===== config.mk =====
export PLATFORM = sky130hd
export DESIGN_NAME = ili9341_rx
export DESIGN_NICKNAME = d
export VERILOG_FILES = /design/src/rtl/ili9341_rx.sv
export SDC_FILE = /design/constraint.sdc
export NUM_CORES = 1
export LEC_CHECK = 0
export CORE_MARGIN = 4
export CORE_UTILIZATION = 61
export DETAILED_ROUTE_END_ITERATION = 10
export GPL_TIMING_DRIVEN = 0
export PLACE_DENSITY_LB_ADDON = 0.05
export REMOVE_ABC_BUFFERS = 1
export SYNTH_ARGS = -nofsm -noshare
export SYNTH_HDL_FRONTEND = slang
export SYNTH_SLANG_ARGS = --single-unit
export TNS_END_PERCENT = 30

===== constraint.sdc =====
create_clock -name CLK_I -period 6.3 [get_ports CLK_I]
set_clock_uncertainty 0.2 [all_clocks]
set_input_delay 1.26 -clock CLK_I [delete_from_list [all_inputs] [get_ports CLK_I]]
set_output_delay 1.26 -clock CLK_I [all_outputs]
set_load 0.01 [all_outputs]

===== src/rtl/ili9341_rx.sv =====
// ILI9341 SPI write-side receiver: recovers command/data bytes from a 4-wire SPI
// bus and turns RAMWR payloads into addressed RGB565 pixel writes.
module ili9341_rx #(
    parameter int COLS_ = 240,
    parameter int ROWS_ = 320
) (
    input  logic        CLK_I,
    input  logic        RST_I,
    input  logic        tftChipSelect,
    input  logic        tftSck,
    input  logic        tftMosi,
    input  logic        dataCtrl,
    output logic [7:0]  cmdByte,
    output logic        cmdStrobe,
    output logic [7:0]  paramByte,
    output logic        paramStrobe,
    output logic [16:0] pixelAddr,
    output logic [15:0] pixelData,
    output logic        pixelWe
);
    localparam logic [2:0] ST_IDLE  = 3'd0;
    localparam logic [2:0] ST_CASET = 3'd1;
    localparam logic [2:0] ST_PASET = 3'd2;
    localparam logic [2:0] ST_RAMWR = 3'd3;
    localparam logic [2:0] ST_OTHER = 3'd4;

    localparam logic [15:0] EC_RST = 16'(COLS_ - 1);
    localparam logic [15:0] EP_RST = 16'(ROWS_ - 1);
    localparam logic [16:0] COLS_L = 17'(COLS_);
    localparam logic [16:0] ROWS_L = 17'(ROWS_);

    logic [1:0]  cs_sync_q, sck_sync_q, mosi_sync_q, dc_sync_q;
    logic        sck_prev_q;
    logic [7:0]  shift_q;
    logic [2:0]  bit_cnt_q;

    logic [2:0]  state_q, state_d;
    logic [2:0]  pcnt_q, pcnt_d;
    logic        phase_q, phase_d;
    logic [7:0]  hi_q, hi_d;
    logic [15:0] sc_q, sc_d, ec_q, ec_d, sp_q, sp_d, ep_q, ep_d;
    logic [15:0] col_q, col_d, row_q, row_d;

    logic [7:0]  cmd_byte_q, cmd_byte_d, param_byte_q, param_byte_d;
    logic        cmd_strobe_q, cmd_strobe_d, param_strobe_q, param_strobe_d;
    logic [16:0] pixel_addr_q, pixel_addr_d;
    logic [15:0] pixel_data_q, pixel_data_d;
    logic        pixel_we_q, pixel_we_d;

    logic        cs_active, sck_rise, shift_en, byte_done, byte_is_data;
    logic [7:0]  byte_val;
    logic        wrap_col, wrap_row, in_range;
    logic [15:0] col_adv, row_adv;
    logic [16:0] addr_calc;

    assign cs_active    = ~cs_sync_q[1];
    assign sck_rise     = sck_sync_q[1] & ~sck_prev_q;
    assign shift_en     = sck_rise & cs_active;
    assign byte_done    = shift_en && (bit_cnt_q == 3'd7);
    assign byte_val     = {shift_q[6:0], mosi_sync_q[1]};
    assign byte_is_data = dc_sync_q[1];

    // Degenerate windows (end < start) pin that axis to its start coordinate.
    assign wrap_col  = (col_q == ec_q) || (ec_q < sc_q);
    assign wrap_row  = (row_q == ep_q) || (ep_q < sp_q);
    assign col_adv   = wrap_col ? sc_q : col_q + 16'd1;
    assign row_adv   = wrap_col ? (wrap_row ? sp_q : row_q + 16'd1) : row_q;
    assign in_range  = ({1'b0, col_q} < COLS_L) && ({1'b0, row_q} < ROWS_L);
    assign addr_calc = 17'(row_q) * COLS_L + 17'(col_q);

    always_comb begin
        state_d        = state_q;
        pcnt_d         = pcnt_q;
        phase_d        = phase_q;
        hi_d           = hi_q;
        sc_d           = sc_q;
        ec_d           = ec_q;
        sp_d           = sp_q;
        ep_d           = ep_q;
        col_d          = col_q;
        row_d          = row_q;
        cmd_byte_d     = cmd_byte_q;
        cmd_strobe_d   = 1'b0;
        param_byte_d   = param_byte_q;
        param_strobe_d = 1'b0;
        pixel_addr_d   = pixel_addr_q;
        pixel_data_d   = pixel_data_q;
        pixel_we_d     = 1'b0;
        if (byte_done) begin
            if (!byte_is_data) begin
                cmd_byte_d   = byte_val;
                cmd_strobe_d = 1'b1;
                pcnt_d       = 3'd0;
                phase_d      = 1'b0;
                case (byte_val)
                    8'h2A:   state_d = ST_CASET;
                    8'h2B:   state_d = ST_PASET;
                    8'h2C: begin
                        state_d = ST_RAMWR;
                        col_d   = sc_q;
                        row_d   = sp_q;
                    end
                    default: state_d = ST_OTHER;
                endcase
            end else if (state_q == ST_RAMWR) begin
                if (!phase_q) begin
                    hi_d    = byte_val;
                    phase_d = 1'b1;
                end else begin
                    phase_d      = 1'b0;
                    pixel_data_d = {hi_q, byte_val};
                    pixel_addr_d = addr_calc;
                    pixel_we_d   = in_range;
                    col_d        = col_adv;
                    row_d        = row_adv;
                end
            end else begin
                param_byte_d   = byte_val;
                param_strobe_d = 1'b1;
                if (pcnt_q < 3'd4) begin
                    pcnt_d = pcnt_q + 3'd1;
                    if (state_q == ST_CASET) begin
                        case (pcnt_q[1:0])
                            2'd0:    sc_d = {byte_val, sc_q[7:0]};
                            2'd1:    sc_d = {sc_q[15:8], byte_val};
                            2'd2:    ec_d = {byte_val, ec_q[7:0]};
                            default: ec_d = {ec_q[15:8], byte_val};
                        endcase
                    end else if (state_q == ST_PASET) begin
                        case (pcnt_q[1:0])
                            2'd0:    sp_d = {byte_val, sp_q[7:0]};
                            2'd1:    sp_d = {sp_q[15:8], byte_val};
                            2'd2:    ep_d = {byte_val, ep_q[7:0]};
                            default: ep_d = {ep_q[15:8], byte_val};
                        endcase
                    end
                end
            end
        end
    end

    always_ff @(posedge CLK_I or negedge RST_I) begin
        if (!RST_I) begin
            cs_sync_q      <= 2'b11;
            sck_sync_q     <= 2'b00;
            mosi_sync_q    <= 2'b00;
            dc_sync_q      <= 2'b00;
            sck_prev_q     <= 1'b0;
            shift_q        <= 8'h00;
            bit_cnt_q      <= 3'd0;
            state_q        <= ST_IDLE;
            pcnt_q         <= 3'd0;
            phase_q        <= 1'b0;
            hi_q           <= 8'h00;
            sc_q           <= 16'd0;
            ec_q           <= EC_RST;
            sp_q           <= 16'd0;
            ep_q           <= EP_RST;
            col_q          <= 16'd0;
            row_q          <= 16'd0;
            cmd_byte_q     <= 8'h00;
            cmd_strobe_q   <= 1'b0;
            param_byte_q   <= 8'h00;
            param_strobe_q <= 1'b0;
            pixel_addr_q   <= 17'd0;
            pixel_data_q   <= 16'h0000;
            pixel_we_q     <= 1'b0;
        end else begin
            cs_sync_q      <= {cs_sync_q[0], tftChipSelect};
            sck_sync_q     <= {sck_sync_q[0], tftSck};
            mosi_sync_q    <= {mosi_sync_q[0], tftMosi};
            dc_sync_q      <= {dc_sync_q[0], dataCtrl};
            sck_prev_q     <= sck_sync_q[1];
            // Deselect drops any partial byte; decoder context survives.
            if (!cs_active) begin
                bit_cnt_q <= 3'd0;
            end else if (shift_en) begin
                shift_q   <= byte_val;
                bit_cnt_q <= bit_cnt_q + 3'd1;
            end
            state_q        <= state_d;
            pcnt_q         <= pcnt_d;
            phase_q        <= phase_d;
            hi_q           <= hi_d;
            sc_q           <= sc_d;
            ec_q           <= ec_d;
            sp_q           <= sp_d;
            ep_q           <= ep_d;
            col_q          <= col_d;
            row_q          <= row_d;
            cmd_byte_q     <= cmd_byte_d;
            cmd_strobe_q   <= cmd_strobe_d;
            param_byte_q   <= param_byte_d;
            param_strobe_q <= param_strobe_d;
            pixel_addr_q   <= pixel_addr_d;
            pixel_data_q   <= pixel_data_d;
            pixel_we_q     <= pixel_we_d;
        end
    end

    assign cmdByte     = cmd_byte_q;
    assign cmdStrobe   = cmd_strobe_q;
    assign paramByte   = param_byte_q;
    assign paramStrobe = param_strobe_q;
    assign pixelAddr   = pixel_addr_q;
    assign pixelData   = pixel_data_q;
    assign pixelWe     = pixel_we_q;

endmodule

# [Word-level counts from Yosys, hierarchy flattened]
# Index checks and enable logic that the tools add are counted.
[totals] reg_bits=182 out_inout_bits=52 elab_cells=123
[classes] add_sub_neg=5 multipliers=1 n_lt_le_gt_ge=5 eq_ne=16 mux=31 n_bitwise=12 reduce_logical=25
[ops] operator="$mux 16" n=11
[ops] operator="$pmux 16 s2" n=2
[ops] operator="$add 16x1->16 const B" n=2
[ops] operator="$eq 16x16->1" n=2
[ops] operator="$lt 16x16->1" n=2
[ops] operator="$reduce_and 8->1" n=4
[ops] operator="$reduce_and 7->1" n=4
[ops] operator="$eq 8x6->1 const B" n=3
[ops] operator="$add 17x16->17" n=1
[ops] operator="$lt 16x8->1 const B" n=1
[ops] operator="$lt 16x9->1 const B" n=1
[ops] operator="$mul 16x4->13 const B" n=1
[ops] operator="$mux 3" n=5
[ops] operator="$mux 1" n=12
[ops] operator="$reduce_and 4->1" n=3
[ops] operator="$not 1->1" n=10
[ops] operator="$pmux 3 s3" n=1
[ops] operator="$ne 2x1->1 const B" n=4
[ops] operator="$add 3x1->3 const B" n=2
[ops] operator="$eq 3x2->1 const B" n=2
[ops] operator="$reduce_and 2->1" n=3
[ops] operator="$reduce_and 3->1" n=2
[ops] operator="$reduce_and 5->1" n=1
[ops] operator="$reduce_bool 2->1" n=2
[ops] operator="11 further kinds" n=14

# [Longest topological paths before layout]
[depth] word_depth=7 depth_mapped=18 depth_no_buf=18

# [Least setup slack after synthesis]
# OpenSTA, ideal clock, no wires.
[synth_path] path_kind="flip-flop to flip-flop" from="register row_q[0]" to="register pixel_addr_q[16] (netlist: pixelAddr[16])" setup_ns=0.135 t_arrival_ns=4.101 required_time_ns=5.965 setup_slack_ns=1.865 stages_incl_launch_ff=19 path_buffers=0 synth_period_minus_slack_ns=4.435 path_cell_list="dfrtp_1 -> fa_1 -> inv_1 -> fa_1 -> inv_1 -> ha_1 -> a21o_1 -> a21oi_1 -> o21bai_1 -> a21oi_1 -> o21ai_0 -> xor2_1 -> ha_1 -> a21o_1 -> a2111oi_0 -> nor3_1 -> a31oi_1 -> xnor2_1 -> o21ai_0"
[synth_via] elab_chain_cells=2
[synth_lines] element="start, declared" line_no="42" text="logic [15:0] col_q, col_d, row_q, row_d;"
[synth_lines] element="start signal, assigned" line_no="190" text="row_q <= row_d;"
[synth_lines] element="$mul 16x4->13" line_no="69" text="assign addr_calc = 17'(row_q) * COLS_L + 17'(col_q);"
[synth_lines] element="$add 17x16->17" line_no="69"
[synth_lines] element="end signal, assigned" line_no="195" text="pixel_addr_q <= pixel_addr_d;"
[synth_lines] element="end, declared" line_no="46" text="logic [16:0] pixel_addr_q, pixel_addr_d;"
# No other way between the ends.
# A chain may end at the register's enable or synchronous reset.

# [Final worst setup path]
# Same ends and word-level chain as after synthesis.

==> impl_metrics.env <==
export IMPL_status="finished, final reports clean"
export IMPL_pin_count=58
export IMPL_drt_pre_antenna_iters=4
export IMPL_fin_setup_tns_ns=0
export IMPL_slew_headroom=0.121
export IMPL_hold_viol_final=0
export IMPL_grt_use_total=0.241
export IMPL_ant_nets=0
export IMPL_cp_data_arrival_time_ns=5.15
export IMPL_ctsHoldBuffers=0
export IMPL_via_per_inst=5.78
export IMPL_seq_area_frac_synth=0.434
export IMPL_synthesis_area_mm2=0.0106
export IMPL_antenna_found_initial=0
export IMPL_multi_input_area_mm2=0.00545
export IMPL_antennaDiodeCount=0
export IMPL_initial_core_util=0.629
export IMPL_io_buffers=57
export IMPL_wl_um=22800
export IMPL_nNetsFinal=1190
export IMPL_nFillCells=1319
export IMPL_worstPathCellList="fa_1 > inv_1 > fa_1 > inv_1 > ha_1 > a21o_1 > a21oi_1 > o21bai_1 > a21oi_1 > o21ai_0 > xor2_1 > ha_1 > a21o_1 > a2111oi_0 > nor3_1 > a31oi_1 > xnor2_1 > o21ai_0"
export IMPL_worst_pin_slew_ns=1.31
export IMPL_worst_skew_pair_late_latency_ns=0.44
export IMPL_synthTopCellsByArea="dfrtp_1 (39%), ha_1 (9.1%), mux2_2 (6.6%)"
export IMPL_slowest_stage="fa_1"
export IMPL_r2r_end="pixelAddr[16]$_DFFE_PN0P_"
export IMPL_worst_path_max_fanout=9
export IMPL_min_path_cells=0
export IMPL_synthMuxAreaShare=0.0852
export IMPL_ff2ff_setup_slack_ns=1.26
export IMPL_synth_top_area_frac=0.394
export IMPL_clockBufferDepth=2
export IMPL_rsz0062_at_grt="no"
export IMPL_numCtsBuffers=17
export IMPL_regArea_mm2=0.00457
export IMPL_timing_fmax_mhz=199
export IMPL_grt_pass1_vias=7595
export IMPL_drv_cap=0
export IMPL_clockRootBuffer="clkbuf_16"
export IMPL_synthAdderAreaFrac=0.129
export IMPL_cp_top_family="compound AO/OA/AOI/OAI gates"
export IMPL_yosysUniqueCellTypes=70
export IMPL_final_layout_size_suffix_gt1_frac=0.117
export IMPL_endpoint_kind="register"
export IMPL_die_x_um=140
export IMPL_cts_tree="yes"
export IMPL_place_congestion=0.864
export IMPL_hold_end="sck_sync_q[1]$_DFF_PN0_"
export IMPL_path_clk_slew_ns=0.07
export IMPL_yosys_top_cells_count="dfrtp_1 (166), nand2_1 (156), o21ai_0 (102)"
export IMPL_required_ns=6.42
export IMPL_postCtsSetupBuffers=0
export IMPL_setup_viol=0
export IMPL_cts_sinks=182
export IMPL_grt_overflow_total=0
export IMPL_max_stage_delay_ns=0.62
export IMPL_yosysMostFrequentCell="dfrtp_1"
export IMPL_synth_top_area_cell="dfrtp_1"
export IMPL_cts_resized=0
export IMPL_detail_route_wl_per_cell_um=17.3
export IMPL_critPathBufInv=2
export IMPL_grt_max_degree=97
export IMPL_synth_enable_flop_cells=0
export IMPL_fin_hold_ws_ns=0.154
export IMPL_drtIter0Drc=586
export IMPL_dieArea_mm2=0.0195
export IMPL_dr_total_vias=7627
export IMPL_leakagePower_nw=5.60
export IMPL_worst_r2r_cell_count=18
export IMPL_synth_main_ff_cell="dfrtp_1"
export IMPL_synth_xor_area_frac=0.0514
export IMPL_async_flop_share=1.00
export IMPL_synth_compound_area_frac=0.116
export IMPL_cp_depth=18
export IMPL_grt_pass1_wl_um=38100
export IMPL_synth_top_family_by_area="simple AND/OR/NAND/NOR gates"
export IMPL_die_height_um=140
export IMPL_min_period_ns=5.04
export IMPL_row_count=47
export IMPL_syn_area_per_cell_um2=10.0
export IMPL_fin_crit_sh=0.799
export IMPL_yosys_area_share_simple=0.135
export IMPL_postSynthCellCount=1051
export IMPL_crit_path_start_kind="register"
export IMPL_place_hpwl_um=16100
export IMPL_p_per_area_mw_per_mm2=208
export IMPL_hold_class="register to register"
export IMPL_core_area_mm2=0.0168
export IMPL_maxSlewViolCount=0
export IMPL_ctsHtreeMaxLevel=4
export IMPL_syn_to_final_growth_pct=12.5
export IMPL_route_detailed_drc=0
export IMPL_min_delay_start="sck_sync_q[0]$_DFF_PN0_"
export IMPL_synth_seq_cells=182
export IMPL_yosys_warnings=0
export IMPL_path_class="register to register"
export IMPL_rr_startpoint="row_q[0]$_DFFE_PN0P_"
export IMPL_peakVddDrop_v=0.000199
cell usage in the layout (no fill, tap or decap), types with 17 or more instances in the layout:
master	netlist	layout
ha_1	77	77
clkdlybuf4s50_1	0	56
nand2_1	156	156
a21oi_1	29	29
o21ai_0	102	102
a22oi_1	18	18
xnor2_1	47	47
mux2_2	62	62
mux2i_1	20	20
dfrtp_1	166	166
nand2b_1	24	24
fa_1	20	20
nor2_1	30	30
clkbuf_16	0	17
inv_1	83	83
worst register-to-register path, delay by kind of cell (launching register included):
family                   cells  cell delay (ns)
AO/OA/AOI/OAI                9             1.80
XOR/XNOR                     2             0.40
adder cells (fa/ha/maj)      4             1.70
buffers and inverters        2             0.12
flip-flops                   1             0.55
AND/OR/NAND/NOR              1             0.18
layout make-up:
cell class,count,area share
clock inverters,14,0.0138
repair buffers,61,0.0556
clock buffers,18,0.0361
multi-input cells,741,0.459
flip-flops and latches,182,0.385
inverters,84,0.0266
well taps,220,0.0232
how the worst max path moves through the flow:
stage,from,endpoint,slack (ns)
floorplan,row_q[0]$_DFFE_PN0P_,pixelAddr[16]$_DFFE_PN0P_,1.82
global placement,RST_I,paramByte[4]$_DFFE_PN0P_,-3.82
detailed placement,row_q[0]$_DFFE_PN0P_,pixelAddr[16]$_DFFE_PN0P_,1.29
CTS,row_q[0]$_DFFE_PN0P_,pixelAddr[16]$_DFFE_PN0P_,1.25
global route,row_q[0]$_DFFE_PN0P_,pixelAddr[16]$_DFFE_PN0P_,0.94
finish,row_q[0]$_DFFE_PN0P_,pixelAddr[16]$_DFFE_PN0P_,1.26
metrics by stage:
stage	area (µm²)	power (mW)	utilization	std cells	setup WS, ns
after floorplan	10300	1.31	-	1007	1.82
after global placement	11200	1.42	0.667	1284	-3.82
after detailed placement	11300	1.42	0.673	1288	1.29
after CTS	11900	2.50	0.708	1320	1.25
after global routing	11900	2.56	0.708	1320	0.935
final	11900	2.47	0.708	1320	1.26
registers in the layout, indices dropped and copies added, names as in the netlist, 3 cells and up:
name       count
paramByte      8
ep_q          16
hi_q           8
col_q         16
pcnt_q         3
state_q        3
pixelData     16
bit_cnt_q      3
cmdByte        8
pixelAddr     17
ec_q          16
shift_q        7
sc_q          16
sp_q          16
row_q         16
cell families (layout without fill, tap and decap cells):
group | count (synthesis) | count (layout)
compound gates | 202 | 202
xor+xnor | 61 | 61
fa+ha+maj | 97 | 97
buf+inv | 128 | 177
flops | 182 | 182
mux | 82 | 82
simple gates | 299 | 299
per-layer routing:
metal | wire length (µm) | track usage | part of all wire
met5 | 0 | 0 | 0
met4 | 429 | 0.0690 | 0.019
met3 | 964 | 0.0453 | 0.042
met2 | 11000 | 0.393 | 0.48
met1 | 10400 | 0.332 | 0.46
power by group:
group	internal, mW	leakage [nW]	total [mW]	switching [mW]
clock	0.568	0.290	1.08	0.511
sequential	1.19	2.46	1.31	0.119
combinational	0.0410	2.86	0.0885	0.0475
Note: power is estimated with default switching activity, not from simulation.
==> patch: new RTL, same settings <==
Make the reset (`RST_I`) synchronous in one clocked block.
--- a/src/rtl/ili9341_rx.sv
+++ b/src/rtl/ili9341_rx.sv
@@ -141,3 +141,3 @@
 
-    always_ff @(posedge CLK_I or negedge RST_I) begin
+    always_ff @(posedge CLK_I) begin
         if (!RST_I) begin
Check against the original RTL: same outputs for any inputs over 4 cycles, from zero or initial values and one cycle with RST_I low; that may be too few to reach the edited logic, so the function may still have changed.
==> patch against the original RTL <==
- routed wire length increased by 8.5%
- area after synthesis decreased by 3.5%
- setup slack improved by 0.17 ns
- sequential cell count unchanged
- sequential share of layout area decreased by 6.6 points
- global-route usage increased by 3.2 points
- final area decreased by 4.0%
Power is not compared: it rests on default switching activity, and its combinational part moved more than twofold at a synthesized area within 25%.
==> patch: results (changes against the original RTL) <==
Run status
  • Status: finished, final reports clean

Worst setup path
  • Data arrival time of the critical path: 4.94 ns (-0.21 ns)
  • Worst Path Max Fanout: 7 (-2)
  • FF-to-FF setup slack: 1.44 ns (+0.17 ns)
  • CP peak stage delay: 0.53 ns (-0.09 ns)
  • Critical Path Slowest Stage Cell: dfxtp_1

Routing
  • Initial DRT Pass Iterations: 5 (+1)
  • M1 WL: 11,100 µm (+6.4%)
  • WL met3: 1460 µm (+51%)
  • WL per Instance: 17.3 µm (about the same)
  • Met2 WL: 11,700 µm (+6.5%)
  • Vias per Instance: 5.75 (-0.40%)
  • Initial DRC Count: 581 (-0.85%)

Logic synthesis
  • Yosys cell types: 66 (-5.7%)
  • Synth async-reset ratio: 0% (-100 points)
  • Post-Syn Area: 10,200 µm² (-3.5%)
  • Synth top cells by count: dfxtp_1 (182), nand2_1 (145), nor2_1 (125)
  • Cells after Synth: 1,193 (+14%)
  • Top cells by area, synth: dfxtp_1 (36%), ha_1 (9.5%), mux2i_1 (6.6%), a21oi_1 (5.4%), nand2_1 (5.3%)
  • Sequential cell area fraction in the yosys report: 35.8% (-7.6 points)

Finish
  • Fillers: 1,337 (+1.4%)
  • Nets: 1,305 (+9.7%)
  • Layout cells sized above 1: 5.10% (-6.6 points)
  • Area of the multi-input gates: 5960 µm² (+9.2%)
  • NonClk Buf Share: 5.21% (-0.36 points)
  • Non-clk bufs: 58 (-4.9%)
  • Multi-input gates: 861 (+16%)
  • Sequential cell count: 182 (unchanged)
  • Inverters, non-clock: 82 (-2.4%)
  • FF+latch area: 3640 µm² (-20%)
  • Post-route insts no fill: 1,431 (+8.4%)
  • Layout clock area frac: 5.40% (+0.41 points)

STA
  • Max_slew headroom: 16.7% (+4.5 points)
  • Worst hold margin: 0.230 ns (+0.0761 ns)

Global route
  • GRT Util Overall: 27.3% (+3.2 points)
  • Largest net degree at the start of global routing: 129 (+33%)
  • Met2 Use GR: 45.5% (+6.2 points)
  • First-pass GRT wire length: 40,200 µm (+5.6%)
  • Met1 Track Usage GR: 36.5% (+3.3 points)
  • Met3 Resource Use GR: 4.71% (+0.18 points)
  • Number of global-route vias before repair: 7,782 (+2.5%)

Placed design
  • Post-detail-place hpwl: 17,100 µm (+6.2%)
  • Post-DP Area: 10,800 µm² (-4.4%)
  • RePlAce Congestion: 0.836 (-3.3%)
  • Dpl ws: 1.42 ns (+0.123 ns)
  • Buffers on Ports: 57 (unchanged)

CTS
  • Clock buffer depth: 2 (unchanged)
  • Post-CTS resize count: 0 (unchanged)
  • Total CTS buffers: 17 (unchanged)
  • Postcts setup bufs: 0 (unchanged)

Power and ir drop
  • Pwr Density: 200 nW/µm²
-- patch: path summary, 6_finish.rpt --
check | startpoint | endpoint | cells after the start
worst min register to register | cs_sync_q[0] | cs_sync_q[1] | 1
worst max register to register | row_q[2] | pixelAddr[16] | 18
worst min-delay path | cs_sync_q[0] | cs_sync_q[1] | 1
worst max-delay path | row_q[2] | pixelAddr[16] | 18
-- patch: cells by family (layout without fill, tap and decap cells) --
family | count (synthesis) | after routing | synth area share [%]
AND/OR/NAND/NOR | 420 | 420 | 19.5
AO/OA/AOI/OAI | 208 | 208 | 12.7
flip-flops | 182 | 182 | 35.8
buffers and inverters | 150 | 172 | 5.96
adder cells (fa/ha/maj) | 97 | 97 | 13.4
multiplexers | 71 | 71 | 7.03
XOR/XNOR | 65 | 65 | 5.59
-- patch: report_power, final --
group | switching [µW] | total, µW | internal (µW)
registers | 3.36 | 1150 | 1150
clock network | 534 | 1080 | 549
logic | 26.4 | 37.0 | 10.5
